`config.mk`:
```
export PLATFORM = sky130hd
export DESIGN_NAME = edge_ctrl_sequencer_flat
export DESIGN_NICKNAME = d
export VERILOG_FILES = /design/src/rtl/edge_ctrl_pkg.sv /design/src/rtl/edge_ctrl_sequencer_if.sv /design/src/rtl/edge_frame_tracker.sv /design/src/rtl/edge_ctrl_sequencer.sv /design/src/flat_wrapper.sv
export SDC_FILE = /design/constraint.sdc
export NUM_CORES = 1
export LEC_CHECK = 0
export CORE_MARGIN = 5
export CORE_UTILIZATION = 50
export CTS_CLUSTER_SIZE = 10
export DETAILED_ROUTE_END_ITERATION = 12
export GPL_TIMING_DRIVEN = 0
export HOLD_SLACK_MARGIN = 0.1
export PLACE_DENSITY = 0.88
export SYNTH_ARGS = -nofsm -noshare
export SYNTH_HDL_FRONTEND = slang
export SYNTH_HIERARCHICAL = 1
export SYNTH_SLANG_ARGS = --single-unit
```
`constraint.sdc`:
```
create_clock -name sys_clk_clk -period 2.45 [get_ports sys_clk_clk]
set_clock_uncertainty 0.15 [all_clocks]
set_input_delay 0.3675 -clock sys_clk_clk [delete_from_list [all_inputs] [get_ports sys_clk_clk]]
set_output_delay 0.3675 -clock sys_clk_clk [all_outputs]
set_load 0.02 [all_outputs]
```
`src/rtl/edge_ctrl_pkg.sv`:
```
// rtl/edge_ctrl_pkg.sv - shared types and constants for the edge control sequencer
package edge_ctrl_pkg;

    // Sequencer states: wait for a frame boundary, write, read back, verify
    typedef enum logic [2:0] {
        ST_IDLE,
        ST_WAIT_EOP,
        ST_WRITE,
        ST_READ,
        ST_WAIT_RD,
        ST_CHECK
    } edge_ctrl_state_t;

    // Register address of the mode word inside the edge-detection control slave
    localparam logic [1:0] CTRL_ADDR_MODE = 2'd0;

    typedef logic [31:0] ctrl_word_t;

    // True for the two states that drive an access onto the control bus
    function automatic logic is_access(input edge_ctrl_state_t s);
        return (s == ST_WRITE) || (s == ST_READ);
    endfunction

endpackage

```
`src/rtl/edge_ctrl_sequencer_if.sv`:
```
// rtl/edge_ctrl_sequencer_if.sv - control-slave bus between sequencer and edge subsystem
interface edge_ctrl_sequencer_if;
    import edge_ctrl_pkg::*;

    logic [1:0] ctrl_address;
    logic       ctrl_write_n;
    ctrl_word_t ctrl_writedata;
    logic       ctrl_chipselect;
    ctrl_word_t ctrl_readdata;

    modport master (
        output ctrl_address,
        output ctrl_write_n,
        output ctrl_writedata,
        output ctrl_chipselect,
        input  ctrl_readdata
    );

    modport slave (
        input  ctrl_address,
        input  ctrl_write_n,
        input  ctrl_writedata,
        input  ctrl_chipselect,
        output ctrl_readdata
    );

endinterface

```
`src/rtl/edge_frame_tracker.sv`:
```
// rtl/edge_frame_tracker.sv - passive video-sink tap tracking frame boundaries and count
module edge_frame_tracker #(
    parameter int FRAME_CNT_W = 16
) (
    input  logic                   clk,
    input  logic                   rst_n,
    input  logic                   mon_valid,
    input  logic                   mon_ready,
    input  logic                   mon_sop,
    input  logic                   mon_eop,
    output logic                   frame_active,
    output logic                   eop_beat,
    output logic [FRAME_CNT_W-1:0] frame_count
);

    logic beat;
    logic sop_beat;
    logic in_frame;

    assign beat     = mon_valid & mon_ready;
    assign sop_beat = beat & mon_sop;
    assign eop_beat = beat & mon_eop;

    // A frame starting this very beat already counts as active
    assign frame_active = in_frame | sop_beat;

    // Track whether we are between SOP and EOP; a single-beat frame leaves it clear
    always_ff @(posedge clk or negedge rst_n) begin
        if (!rst_n) begin
            in_frame <= 1'b0;
        end else if (eop_beat) begin
            in_frame <= 1'b0;
        end else if (sop_beat) begin
            in_frame <= 1'b1;
        end
    end

    // Completed-frame counter, wraps naturally at its width
    always_ff @(posedge clk or negedge rst_n) begin
        if (!rst_n) begin
            frame_count <= '0;
        end else if (eop_beat) begin
            frame_count <= frame_count + FRAME_CNT_W'(1);
        end
    end

endmodule

```
`src/rtl/edge_ctrl_sequencer.sv`:
```
// rtl/edge_ctrl_sequencer.sv - frame-synchronous write/verify sequencer for the edge control slave
module edge_ctrl_sequencer
    import edge_ctrl_pkg::*;
#(
    parameter logic [1:0] CTRL_ADDR    = CTRL_ADDR_MODE,
    parameter int         READ_LATENCY = 1,
    parameter int         MAX_RETRY    = 2,
    parameter int         FRAME_CNT_W  = 16
) (
    input  logic                   sys_clk_clk,
    input  logic                   sys_reset_reset_n,
    input  ctrl_word_t             req_mode,
    input  logic                   req_valid,
    output logic                   busy,
    output ctrl_word_t             applied_mode,
    output logic                   done_pulse,
    output logic                   err,
    output logic [FRAME_CNT_W-1:0] frame_count,
    input  logic                   mon_valid,
    input  logic                   mon_ready,
    input  logic                   mon_sop,
    input  logic                   mon_eop,
    edge_ctrl_sequencer_if.master  ctrl
);

    // Retry counter must hold 0..MAX_RETRY; latency counter holds 0..READ_LATENCY-1
    localparam int         RW       = $clog2(MAX_RETRY + 2);
    localparam logic [1:0] LAT_LAST = 2'(READ_LATENCY - 1);

    edge_ctrl_state_t state;
    edge_ctrl_state_t next_state;

    logic          frame_active;
    logic          eop_beat;
    logic          pend_valid;
    ctrl_word_t    pend_word;
    ctrl_word_t    txn_word;
    ctrl_word_t    rd_word;
    logic [RW-1:0] retry_cnt;
    logic [1:0]    lat_cnt;
    logic          start_txn;
    logic          match;
    logic          can_retry;
    logic          lat_last;
    logic          retry_step;
    logic          err_set;

    edge_frame_tracker #(
        .FRAME_CNT_W (FRAME_CNT_W)
    ) u_tracker (
        .clk          (sys_clk_clk),
        .rst_n        (sys_reset_reset_n),
        .mon_valid    (mon_valid),
        .mon_ready    (mon_ready),
        .mon_sop      (mon_sop),
        .mon_eop      (mon_eop),
        .frame_active (frame_active),
        .eop_beat     (eop_beat),
        .frame_count  (frame_count)
    );

    assign match      = (rd_word == txn_word);
    assign can_retry  = (retry_cnt < RW'(MAX_RETRY));
    assign lat_last   = (lat_cnt == LAT_LAST);
    assign done_pulse = (state == ST_CHECK) && match;
    assign retry_step = (state == ST_CHECK) && !match && can_retry;
    assign err_set    = (state == ST_CHECK) && !match && !can_retry;
    assign busy       = (state != ST_IDLE) || pend_valid;

    // State register; reset aborts any transaction in flight
    always_ff @(posedge sys_clk_clk or negedge sys_reset_reset_n) begin
        if (!sys_reset_reset_n) begin
            state <= ST_IDLE;
        end else begin
            state <= next_state;
        end
    end

    // Next-state logic; start_txn marks the hand-off of the pending word into flight
    always_comb begin
        next_state = state;
        start_txn  = 1'b0;
        case (state)
            ST_IDLE: begin
                if (pend_valid) begin
                    if (!frame_active) begin
                        next_state = ST_WRITE;
                        start_txn  = 1'b1;
                    end else begin
                        next_state = ST_WAIT_EOP;
                    end
                end
            end
            ST_WAIT_EOP: begin
                if (eop_beat) begin
                    next_state = ST_WRITE;
                    start_txn  = 1'b1;
                end
            end
            ST_WRITE:   next_state = ST_READ;
            ST_READ:    next_state = ST_WAIT_RD;
            ST_WAIT_RD: begin
                if (lat_last) begin
                    next_state = ST_CHECK;
                end
            end
            ST_CHECK: begin
                if (retry_step) begin
                    next_state = ST_WRITE;
                end else begin
                    next_state = ST_IDLE;
                end
            end
            default:    next_state = ST_IDLE;
        endcase
    end

    // Pending request slot: latest request wins until it is taken into flight
    always_ff @(posedge sys_clk_clk or negedge sys_reset_reset_n) begin
        if (!sys_reset_reset_n) begin
            pend_valid <= 1'b0;
            pend_word  <= '0;
        end else if (req_valid) begin
            pend_valid <= 1'b1;
            pend_word  <= req_mode;
        end else if (start_txn) begin
            pend_valid <= 1'b0;
        end
    end

    // In-flight word and retry count; both are fixed for the life of a transaction
    always_ff @(posedge sys_clk_clk or negedge sys_reset_reset_n) begin
        if (!sys_reset_reset_n) begin
            txn_word  <= '0;
            retry_cnt <= '0;
        end else if (start_txn) begin
            txn_word  <= pend_word;
            retry_cnt <= '0;
        end else if (retry_step) begin
            retry_cnt <= retry_cnt + RW'(1);
        end
    end

    // Read-latency counter and read-back capture on the last wait cycle
    always_ff @(posedge sys_clk_clk or negedge sys_reset_reset_n) begin
        if (!sys_reset_reset_n) begin
            lat_cnt <= '0;
            rd_word <= '0;
        end else if (state == ST_READ) begin
            lat_cnt <= '0;
        end else if (state == ST_WAIT_RD) begin
            lat_cnt <= lat_cnt + 2'd1;
            if (lat_last) begin
                rd_word <= ctrl.ctrl_readdata;
            end
        end
    end

    // Host-visible result: verified word and sticky error
    always_ff @(posedge sys_clk_clk or negedge sys_reset_reset_n) begin
        if (!sys_reset_reset_n) begin
            applied_mode <= '0;
            err          <= 1'b0;
        end else begin
            if (done_pulse) begin
                applied_mode <= txn_word;
            end
            if (err_set) begin
                err <= 1'b1;
            end else if (req_valid) begin
                err <= 1'b0;
            end
        end
    end

    // Bus outputs registered from the next state so they line up with WRITE/READ exactly
    always_ff @(posedge sys_clk_clk or negedge sys_reset_reset_n) begin
        if (!sys_reset_reset_n) begin
            ctrl.ctrl_chipselect <= 1'b0;
            ctrl.ctrl_write_n    <= 1'b1;
            ctrl.ctrl_address    <= '0;
            ctrl.ctrl_writedata  <= '0;
        end else begin
            ctrl.ctrl_chipselect <= is_access(next_state);
            ctrl.ctrl_write_n    <= (next_state != ST_WRITE);
            ctrl.ctrl_address    <= is_access(next_state) ? CTRL_ADDR : 2'd0;
            if (next_state == ST_WRITE) begin
                ctrl.ctrl_writedata <= start_txn ? pend_word : txn_word;
            end else begin
                ctrl.ctrl_writedata <= '0;
            end
        end
    end

endmodule

```
`src/flat_wrapper.sv`:
```
// flat-port wrapper written by rule: the top's interface ports become plain ports
module edge_ctrl_sequencer_flat import edge_ctrl_pkg::*;
#(
    parameter logic [1:0] CTRL_ADDR    = CTRL_ADDR_MODE,
    parameter int         READ_LATENCY = 1,
    parameter int         MAX_RETRY    = 2,
    parameter int         FRAME_CNT_W  = 16
)
  (sys_clk_clk, sys_reset_reset_n, req_mode, req_valid, busy, applied_mode, done_pulse, err, frame_count, mon_valid, mon_ready, mon_sop, mon_eop, ctrl_ctrl_address, ctrl_ctrl_write_n, ctrl_ctrl_writedata, ctrl_ctrl_chipselect, ctrl_ctrl_readdata);
  edge_ctrl_sequencer_if ctrl_i ();
  input  logic sys_clk_clk;
  input  logic sys_reset_reset_n;
  input  ctrl_word_t req_mode;
  input  logic req_valid;
  output logic busy;
  output ctrl_word_t applied_mode;
  output logic done_pulse;
  output logic err;
  output logic [FRAME_CNT_W-1:0] frame_count;
  input  logic mon_valid;
  input  logic mon_ready;
  input  logic mon_sop;
  input  logic mon_eop;
  output wire logic [$bits(ctrl_i.ctrl_address)-1:0] ctrl_ctrl_address;
  output wire logic [$bits(ctrl_i.ctrl_write_n)-1:0] ctrl_ctrl_write_n;
  output wire logic [$bits(ctrl_i.ctrl_writedata)-1:0] ctrl_ctrl_writedata;
  output wire logic [$bits(ctrl_i.ctrl_chipselect)-1:0] ctrl_ctrl_chipselect;
  input wire logic [$bits(ctrl_i.ctrl_readdata)-1:0] ctrl_ctrl_readdata;
  assign ctrl_ctrl_address = ctrl_i.ctrl_address;
  assign ctrl_ctrl_write_n = ctrl_i.ctrl_write_n;
  assign ctrl_ctrl_writedata = ctrl_i.ctrl_writedata;
  assign ctrl_ctrl_chipselect = ctrl_i.ctrl_chipselect;
  assign ctrl_i.ctrl_readdata = ctrl_ctrl_readdata;
  edge_ctrl_sequencer #(.CTRL_ADDR(CTRL_ADDR), .READ_LATENCY(READ_LATENCY), .MAX_RETRY(MAX_RETRY), .FRAME_CNT_W(FRAME_CNT_W)) u_core (.sys_clk_clk(sys_clk_clk), .sys_reset_reset_n(sys_reset_reset_n), .req_mode(req_mode), .req_valid(req_valid), .busy(busy), .applied_mode(applied_mode), .done_pulse(done_pulse), .err(err), .frame_count(frame_count), .mon_valid(mon_valid), .mon_ready(mon_ready), .mon_sop(mon_sop), .mon_eop(mon_eop), .ctrl(ctrl_i));
endmodule
```
* After elaboration in Yosys (flattened, before gate mapping) *
Cells that the tools add are included.

operators by class
  $add $sub $neg = 3
  magnitude comparators = 1
  equality and inequality tests = 9
  muxes and demuxes = 22
  bitwise gates (word level) = 5
  reductions and logical operators = 17

operators by type and width
  cell                     number
  $mux W32                 2
  $eq A32 B32 Y1           1
  $pmux W3 S6              1
  $add A16 B1 Y16 const B  1
  $eq A3 B2 Y1 const B     4
  $mux W2                  6
  $reduce_bool A2 Y1       5
  $mux W1                  9
  $mux W3                  3
  $eq A3 B3 Y1 const B     2
  $add A2 B1 Y2 const B    2
  $logic_and A1 B1 Y1      4
  $and A1 B1 Y1            3
  $eq A3 B1 Y1 const B     1
  $logic_not A3 Y1         1
  $ne A3 B2 Y1 const B     1
  $reduce_and A3 Y1        1
  $reduce_bool A3 Y1       1
  $logic_not A1 Y1         2
  $logic_not A2 Y1         1
  $logic_or A1 B1 Y1       2
  $lt A2 B2 Y1 const B     1
  $pmux W1 S2              1
  $not A1 Y1               1
  $or A1 B1 Y1             1

storage, ports and cells
  flip-flop bits (word level) = 188
  word-level logic and storage cells = 71

* Longest topological paths before layout *
Gate-level depths: netlist of run 1.

  depth in word-level cells = 8
  gate-level depth with buffers = 9

* Modules after synthesis *
Netlist of run 1, hierarchy kept.

by module, submodules not included
  module               times used  cells an instance  area each (um^2)  sequential area each (um^2)
  edge_ctrl_sequencer  1           479                6860.3            4280.4
  edge_frame_tracker   1           66                 753.2             425.4

* Worst setup path before layout of run 1 *
OpenSTA, ideal clock, no wires.

  kind = input-to-reg
  from = in mon_sop
  to = reg u_core.ctrl.ctrl_writedata[22]
  arrival time = 1.915 ns
  required time = 2.163 ns
  path slack = 0.249 ns
  stages on the path = 8
  path through = a31o_2 > or3b_1 > a211o_1 > buf_6 > buf_6 > mux2_4 > nand2_1 > a21oi_1

between the ends
  word-level cells in the longest chain between the ends = 7

ends and longest elaborated chain
  what                                        line                                                    text
  start: declaration                          flat_wrapper.sv:22                                      input logic mon_sop;
  $and A1 B1 Y1 (*)                           edge_frame_tracker.sv:21                                assign sop_beat = beat & mon_sop;
  $or A1 B1 Y1 (*)                            edge_frame_tracker.sv:25                                assign frame_active = in_frame | sop_beat;
  $mux W2 or $mux W1 (tied branches)          edge_ctrl_sequencer.sv:86                               if (!frame_active) begin
  $mux W3 or $mux W1 (tied branches)          edge_ctrl_sequencer.sv:85                               if (pend_valid) begin
  $pmux W3 S6 or $pmux W1 S2 (tied branches)  edge_ctrl_sequencer.sv:83                               case (state)
  $eq A3 B2 Y1 or $mux W32 (tied branches)    edge_ctrl_sequencer.sv:187, edge_ctrl_sequencer.sv:188
  $mux W32 (*)                                edge_ctrl_sequencer.sv:187                              if (next_state == ST_WRITE) begin
  end signal: assignment                      edge_ctrl_sequencer.sv:188                              ctrl.ctrl_writedata <= start_txn ? pend_word : txn_word;
  end: declaration                            edge_ctrl_sequencer_if.sv:14                            output ctrl_writedata,

Mark *: on every way between the ends. The rest lies on a longest branch, timed or not.
A chain may end at the register's enable or synchronous reset.

* Worst setup path in the final report of run 1 *
  from = reg u_core.rd_word[24]
  to = out done_pulse

between the ends
  word-level cells in the longest chain between the ends = 2

ends and longest elaborated chain
  what                      line                        text
  start: declaration        edge_ctrl_sequencer.sv:38   ctrl_word_t rd_word;
  start signal: assignment  edge_ctrl_sequencer.sv:154  rd_word <= ctrl.ctrl_readdata;
  $eq A32 B32 Y1            edge_ctrl_sequencer.sv:62   assign match = (rd_word == txn_word);
  $logic_and A1 B1 Y1       edge_ctrl_sequencer.sv:65   assign done_pulse = (state == ST_CHECK) && match;
  end: declaration          flat_wrapper.sv:17          output logic done_pulse;

No other way between the ends.

==> flow_summary.toml, run 1 <==
[detailed_routing]
drc = 0
drtIter0Drc = 198
via_per_inst = 5.335
drtAntennaViolNets = 0
firstDrtPassIters = 4
wire_per_inst_um = 19.45
vias = 4951
drt-total-wl_um = 18050

[sta]
worst_pin_slew_ps = 681.9
period_needed_ps = 2617
setup_viol = 1
hold_viol_final = 0
slew_violations = 0
period_share = 1.068
slew_headroom = 0.5454
layout_setup_ws_ps = -166.6
rsz0062_at_grt = "yes"
tns_ps = -166.6
fmax_mhz = 382.2

[logic_synthesis]
yosys_warnings = 6
netlist_instances = 545
async_reset_ff_frac = 1.000
ys.flop_type = "dfrtp_1"
syn-cell-area_mm2 = 0.007614
synthDistinctLibCells = 42
seq_area_frac_synth = 0.6181
ys_ff_latch = 188
synth_edf_count = 0
syn_avg_cell_area_um2 = 13.97

[global_route]
antenna_found_initial = 1
grt-ovfl-total = 0
grt_pass1_vias = 5533
grt_use_total = 0.2095
grt_max_degree = 104
grt_pass1_wl_um = 29140

[worst_setup_path]
cp-start-kind = "register"
cp_max_fo = 3
worstPathRequired_ps = 1930
crit_type = "reg2out"
critPathCaptureType = "output port"
arrival_ps = 2100

[final_layout]
fill_cells = 1034
area.sequential_mm2 = 0.004706
syn_to_final_growth_pct = 33.87
drive_gt1_frac = 0.2892
antenna_cells = 0
fin_nets = 800
multi_input_area_mm2 = 0.002779

[clock_tree]
cts_tree = "built"
htreeDepth = 4
cts_made_buffers = 17
root_buffer = "clkbuf_16"
clkLatencyLatePin_ps = 420
clkTransAtPathRegs_ps = 70
clkSinkCount = 188
clock_path_buffers = 2

[floorplan]
io_pins = 158
die_w_um = 133.4
core_mm2 = 0.01509
die-height_um = 133.4
start_util = 0.5046
rows = 45
die_area_mm2 = 0.01780

[placement]
routabilityCongestion = 0.8017
dp_hpwl_um = 12970
io_buffer_count = 154
pre_cts_ws_ps = -978.5

[run_status]
violations = "setup timing"
status = "finished, violations left"

[pwr]
vdd_drop_max_mv = 0.7173
leakage_nw = 4.571
power.density_mw_per_mm2 = 1153

[job]
max_cap_violations = 0

[worst_hold_path]
hp-class = "in2reg"
-- worst max-delay path: stages, from the launching register on --
cell and delay (ps):
dfrtp_1 410, xor2_2 200, nor4_4 360, nand4_1 150, buf_6 160, nor3_4 140, buf_6 140, buf_6 110
-- per-stage QoR --
step                      instances  power (mW)  hold WS, ps    util  area [µm²]
final                           928       11.76        298.2  0.6755       10190
after CTS                       929       11.80        276.1  0.6733       10160
after global routing            928       12.41        316.7  0.6755       10190
after global placement          888       8.578        310.4  0.6226        9394
after detailed placement        889       8.760        249.3  0.6247        9427
after floorplan                 546       7.150       -78.09       -        7617
-- final timing paths --
kind,start,endpoint,slack [ps],cells past startpoint
min,req_valid,u_core/pend_word[31]$_DFFE_PN0P_,300,2
min reg2reg,u_core/u_tracker/frame_count[15]$_DFFE_PN0P_,u_core/u_tracker/frame_count[15]$_DFFE_PN0P_,320,1
max in group asynchronous,sys_reset_reset_n,u_core/ctrl.ctrl_write_n$_DFF_PN1_,860,3
max reg2reg,u_core/rd_word[24]$_DFFE_PN0P_,u_core/applied_mode[2]$_DFFE_PN0P_,20,8
max,u_core/rd_word[24]$_DFFE_PN0P_,done_pulse,-170,7
min in group asynchronous,sys_reset_reset_n,u_core/applied_mode[18]$_DFFE_PN0P_,370,2
-- state kept, by name (all words and copies together) (netlist names), 2 cells and up --
name,count
u_core/lat_cnt,2
u_core/pend_word,32
u_core/state,3
u_core/u_tracker/frame_count,16
u_core/ctrl.ctrl_writedata,32
u_core/txn_word,32
u_core/rd_word,32
u_core/applied_mode,32
u_core/retry_cnt,2
-- per-layer routing --
metal | up-vias | global-route usage | wire, µm
met1 | 2517 | 0.2591 | 7170
li1 | 2239 | - | -
met5 | - | 0 | 20
met2 | 165 | 0.3550 | 9216
met4 | 2 | 0.06229 | 338
met3 | 28 | 0.06609 | 1303
-- placed cells by master (no fill, tap or decap), types with 5 or more instances in the layout --
master	instances
buf_6	9
mux2_2	114
inv_1	5
nand3_1	7
xnor2_1	8
clkbuf_16	17
dfrtp_1	187
mux2_4	14
nor2_1	10
clkbuf_1	7
nand2_1	47
a21oi_1	36
buf_2	10
buf_4	8
xor2_1	38
clkdlybuf4s50_1	152
-- final cells by class --
cell class | count | area share
buffer | 28 | 0.01976
clock buffer | 18 | 0.04211
clock inverter | 14 | 0.01780
inverter | 5 | 0.001841
multi-input combinational | 324 | 0.2726
timing repair buffer | 163 | 0.1611
sequential | 188 | 0.4617
tap | 188 | 0.02308
-- where the power goes --
part	switching [mW]	leakage (nW)	internal [mW]
clock	1.22	0.296	1.63
combinational	2.15	1.90	2.03
sequential	0.684	2.38	4.04
-- synthesized netlist by cell type, drive strengths merged, types with 3 or more instances --
| cell type | number | share of area |
|---|---|---|
| a21oi | 36 | 0.024 |
| or3b | 3 | 0.0038 |
| nand3 | 7 | 0.0046 |
| or2 | 3 | 0.0025 |
| nand2 | 48 | 0.024 |
| and4 | 3 | 0.0036 |
| nor3 | 3 | 0.0035 |
| mux2 | 128 | 0.20 |
| buf | 21 | 0.021 |
| nor2 | 13 | 0.0074 |
| nand4 | 4 | 0.0033 |
| nor4 | 8 | 0.0066 |
| clkbuf | 8 | 0.0039 |
| xor2 | 39 | 0.045 |
| inv | 5 | 0.0025 |
| dfrtp | 187 | 0.61 |
| xnor2 | 8 | 0.0092 |
-- cell families after synthesis --
family	synth area share
buffers and inverters	0.02744
flip-flops	0.6181
other	0.0004925
adder cells (fa/ha/maj)	0.003286
XOR/XNOR	0.05407
multiplexers	0.1975
AO/OA/AOI/OAI	0.03681
AND/OR/NAND/NOR	0.06229
-- what timing repair did --
item	4_1_cts	5_1_grt
setup buffers	9	0
hold endpoints to repair	85	0
pin swaps	7	3
endpoints found under the setup margin	71	63
resized for setup	17	8
hold buffers	1	0
Note: power is estimated with default switching activity, not from simulation.
==> inputs of run 2 (changes only) <==
--- a/config.mk
+++ b/config.mk
@@ -14,2 +14,3 @@
 export PLACE_DENSITY = 0.88
+export SETUP_SLACK_MARGIN = 0.02
 export SYNTH_ARGS = -nofsm -noshare
==> constraint.sdc (replaced) <==
create_clock -name sys_clk_clk -period 2.45 [get_ports sys_clk_clk]
set_clock_uncertainty 0.15 [all_clocks]
set_input_delay 0.245 -clock sys_clk_clk [delete_from_list [all_inputs] [get_ports sys_clk_clk]]
set_output_delay 0.245 -clock sys_clk_clk [all_outputs]
set_load 0.02 [all_outputs]
==> flow_summary.toml, run 2 (synthesis gave the netlist of run 1 again) <==
[final_layout]
syn_to_final_growth_pct = 34.02
fin_nets = 804
final_common_cell = "dfrtp_1"
layout_common_cells = "187 x dfrtp_1, 152 x clkdlybuf4s50_1, 114 x mux2_2"
utilization = 0.6762
drive_gt1_frac = 0.2917
antenna_cells = 0

[worst_setup_path]
crit_type = "reg2out"
cp_max_fo = 2
arrival_ps = 2100
worstPathRequired_ps = 2060
critPathCaptureType = "output port"
cp-start-kind = "register"

[sta]
setup_viol = 1
fmax_mhz = 401.2
hold_viol_final = 0
layout_setup_ws_ps = -42.28
slew_violations = 0
rsz0062_at_grt = "yes"
period_needed_ps = 2492
worst_pin_slew_ps = 693.9
slew_headroom = 0.5374
period_share = 1.017

[detailed_routing]
drtIter0Drc = 224
drt-total-wl_um = 18150
wire_per_inst_um = 19.48
vias = 4930
drtAntennaViolNets = 0
drc = 0
firstDrtPassIters = 4
via_per_inst = 5.290

[clock_tree]
htreeDepth = 4
clock_path_buffers = 2
cts_tree = "built"
root_buffer = "clkbuf_16"
clkLatencyLatePin_ps = 420
cts_made_buffers = 17
clkSinkCount = 188
clkTransAtPathRegs_ps = 70

[run_status]
violations = "setup timing"
status = "finished, violations left"

[global_route]
grt-ovfl-total = 0
grt_pass1_vias = 5537
grt_use_total = 0.2095
antenna_found_initial = 1
grt_pass1_wl_um = 29150
grt_max_degree = 104

[floorplan]
die_area_mm2 = 0.01780
die_w_um = 133.4
start_util = 0.5046
rows = 45
die-height_um = 133.4
io_pins = 158
core_mm2 = 0.01509

[placement]
routabilityCongestion = 0.8017
dp_hpwl_um = 12970
io_buffer_count = 154

[pwr]
leakage_nw = 4.576
finalPower_mw = 11.76
vdd_drop_max_mv = 0.7160
power.density_mw_per_mm2 = 1153

[job]
max_cap_violations = 0

[worst_hold_path]
hp-class = "in2reg"
==> run 2: worst max-delay path: stages, from the launching register on <==
cell	delay [ps]
dfrtp_1	410
xor2_2	200
nor4_4	360
nand4_1	150
buf_6	160
nor3_4	140
buf_6	140
buf_6	110
==> run 2: power by group <==
part           internal [mW]  switching [mW]  leakage, nW
logic                   2.03            2.15         1.90
clock network           1.63            1.22        0.296
registers               4.04           0.685         2.38
==> run 2: final timing paths <==
kind,cells after the start,slack [ps],from,endpoint
worst max-delay path,7,-40,u_core/rd_word[24]$_DFFE_PN0P_,done_pulse
worst min-delay path,2,190,req_valid,u_core/pend_word[31]$_DFFE_PN0P_
worst max register to register,8,20,u_core/rd_word[24]$_DFFE_PN0P_,u_core/applied_mode[18]$_DFFE_PN0P_
worst min register to register,1,320,u_core/u_tracker/frame_count[15]$_DFFE_PN0P_,u_core/u_tracker/frame_count[15]$_DFFE_PN0P_
max in group asynchronous,3,990,sys_reset_reset_n,u_core/ctrl.ctrl_write_n$_DFF_PN1_
min in group asynchronous,2,240,sys_reset_reset_n,u_core/applied_mode[18]$_DFFE_PN0P_
==> run 2: cell type report <==
| class | count | area, µm² |
|---|---|---|
| buffer | 28 | 195.2 |
| multi-input combinational | 324 | 2769 |
| timing repair buffer | 167 | 1669 |
| sequential | 188 | 4706 |
| fill | 1038 | 4886 |
| inverter | 5 | 18.77 |
| clock inverter | 14 | 181.4 |
| clock buffer | 18 | 429.2 |
| tap | 188 | 235.2 |
==> run 2: metrics by stage <==
step / std cells / setup WS [ps] / hold WS (ps) / TNS, ps / cell area (µm²)
2_1_floorplan: 546 / 270.9 / -200.6 / 0 / 7617
3_3_place_gp: 888 / -6273 / 310.4 / -1202550 / 9394
3_5_place_dp: 889 / -856.0 / 126.8 / -32290 / 9427
4_1_cts: 929 / -54.98 / 153.6 / -823.0 / 10150
5_1_grt: 932 / -118.6 / 194.2 / -862.1 / 10200
6_report: 932 / -42.28 / 188.0 / -42.28 / 10200
==> run 2: repair_timing <==
item,4_1_cts,5_1_grt
resized for setup,15,7
gates cloned,0,0
hold buffers,1,0
setup buffers,7,4
pin swaps,7,6
setup endpoints to repair,71,62
endpoints found under the hold margin,85,0
==> run 2: metal layers <==
layer | track usage | vias up | wire length [µm]
li1 | - | 2250 | -
met1 | 0.2591 | 2505 | 7392
met2 | 0.3552 | 150 | 9227
met3 | 0.06609 | 23 | 1185
met4 | 0.06229 | 2 | 328
met5 | 0 | - | 20
==> inputs of run 3 (changes only) <==
Settings changed: CORE_ASPECT_RATIO set to 1.25, GPL_TIMING_DRIVEN 0 to not set.
==> flow_summary.toml, run 3 (synthesis gave the netlist of run 1 again) <==
[run_status]
status = "finished, violations left"
violations = "setup timing"

[worst_setup_path]
crit_type = "reg2out"
worstPathRequired_ps = 2060
cp_max_fo = 3
cp-start-kind = "register"
critPathCaptureType = "output port"
arrival_ps = 2170

[detailed_routing]
vias = 5081
drtAntennaViolNets = 0
drt-total-wl_um = 19820
via_per_inst = 5.446
wire_per_inst_um = 21.25
drtIter0Drc = 337
drc = 0
firstDrtPassIters = 5

[worst_hold_path]
hp-class = "in2async"

[final_layout]
drive_gt1_frac = 0.3036
fin_nets = 811
instances_no_fill = 933
syn_to_final_growth_pct = 38.34
multi_input_area_mm2 = 0.002877
fill_cells = 962
antenna_cells = 0
layout_common_cells = "187 x dfrtp_1, 152 x clkdlybuf4s50_1, 82 x mux2_2"
area.sequential_mm2 = 0.004706
final_common_cell = "dfrtp_1"
utilization = 0.7044

[sta]
tns_ps = -1329
slew_headroom = 0.5814
rsz0062_at_grt = "yes"
period_needed_ps = 2560
hold_viol_final = 0
period_share = 1.045
worst_pin_slew_ps = 621.3
layout_setup_ws_ps = -110.1
slew_violations = 0
hold-worst-slack_ps = 231.9
fmax_mhz = 390.6
setup_viol = 27

[floorplan]
core_mm2 = 0.01495
io_pins = 158
die_w_um = 120.4
start_util = 0.5092
die-height_um = 148.0
die_area_mm2 = 0.01781
rows = 50

[global_route]
antenna_found_initial = 0
grt_pass1_vias = 5557
grt-ovfl-total = 0
grt_use_total = 0.2233
grt_max_degree = 74
grt_pass1_wl_um = 30330

[clock_tree]
cts_tree = "built"
clkTransAtPathRegs_ps = 70
root_buffer = "clkbuf_16"
clkLatencyLatePin_ps = 430
clkSinkCount = 188
cts_made_buffers = 17
clock_path_buffers = 2
htreeDepth = 4

[placement]
pre_cts_ws_ps = -228.5
dp.cells = 888
io_buffer_count = 155
dp_hpwl_um = 13140
routabilityCongestion = 0.8064

[pwr]
leakage_nw = 4.723
power.density_mw_per_mm2 = 1149
vdd_drop_max_mv = 0.5232

[job]
max_cap_violations = 0
[run 3: cell count changes in the layout (fill, tap and decap cells not counted), sizes merged]
cell	change
buf	+13
bufinv	+1
clkbuf	-2
clkinv	+1
clkinvlp	-1
dlygate4sd3	+1
inv	-6
[run 3: final timing paths]
kind | slack, ps | start | depth (start not counted) | to
max | -110 | u_core/txn_word[24]$_DFF_PN0_ | 8 | done_pulse
min | 230 | sys_reset_reset_n | 2 | u_core/u_tracker/frame_count[13]$_DFFE_PN0P_
max reg2reg | -80 | u_core/txn_word[24]$_DFF_PN0_ | 10 | u_core/applied_mode[17]$_DFFE_PN0P_
min reg2reg | 320 | u_core/u_tracker/frame_count[15]$_DFFE_PN0P_ | 1 | u_core/u_tracker/frame_count[15]$_DFFE_PN0P_
max in group asynchronous | 1160 | sys_reset_reset_n | 3 | u_core/ctrl.ctrl_write_n$_DFF_PN1_
min in group sys_clk_clk | 270 | ctrl_ctrl_readdata[8] | 2 | u_core/rd_word[8]$_DFFE_PN0P_
[run 3: final cells by class]
class | count | area share
clock buffers | 23 | 0.04633
clock inverters | 9 | 0.01509
inverters | 5 | 0.001782
multi-input cells | 324 | 0.2731
flip-flops and latches | 188 | 0.4468
well taps | 182 | 0.02162
repair buffers | 202 | 0.1953
[run 3: per-layer routing]
metal	up-vias	wire, µm	share of wire	global-route usage
li1	2260	-	-	-
met1	2595	7595	0.38	0.2683
met2	197	10830	0.55	0.3913
met3	29	1049	0.053	0.05473
met4	0	351	0.018	0.07710
met5	-	0	0	0
[run 3: repair_timing]
action | in CTS | in global routing
endpoints found under the setup margin | 51 | 67
pin swaps | 2 | 2
resized for setup | 8 | 45
gates cloned | 2 | 1
hold buffers | 2 | 0
endpoints found under the hold margin | 69 | 0
buffers inserted | 3 | 7
[run 3: stage by stage]
stage / power (mW) / area, µm²
2_1_floorplan: 7.150 / 7617
3_3_place_gp: 8.790 / 9552
3_5_place_dp: 8.998 / 9552
4_1_cts: 12.08 / 10300
5_1_grt: 12.70 / 10530
6_report: 12.10 / 10530
[run 3: worst max-delay path, stage by stage (launching register included)]
cell	delay (ps)
dfrtp_1	430
xor2_1	190
nor4_2	290
buf_4	160
nand4_1	80
buf_4	180
nor3_4	170
buf_6	130
buf_6	110
[run 3: power by group]
group / switching (mW) / internal (mW)
clock network: 1.16 / 1.82
registers: 0.722 / 4.04
logic: 2.22 / 2.13
total: 4.11 / 8.00
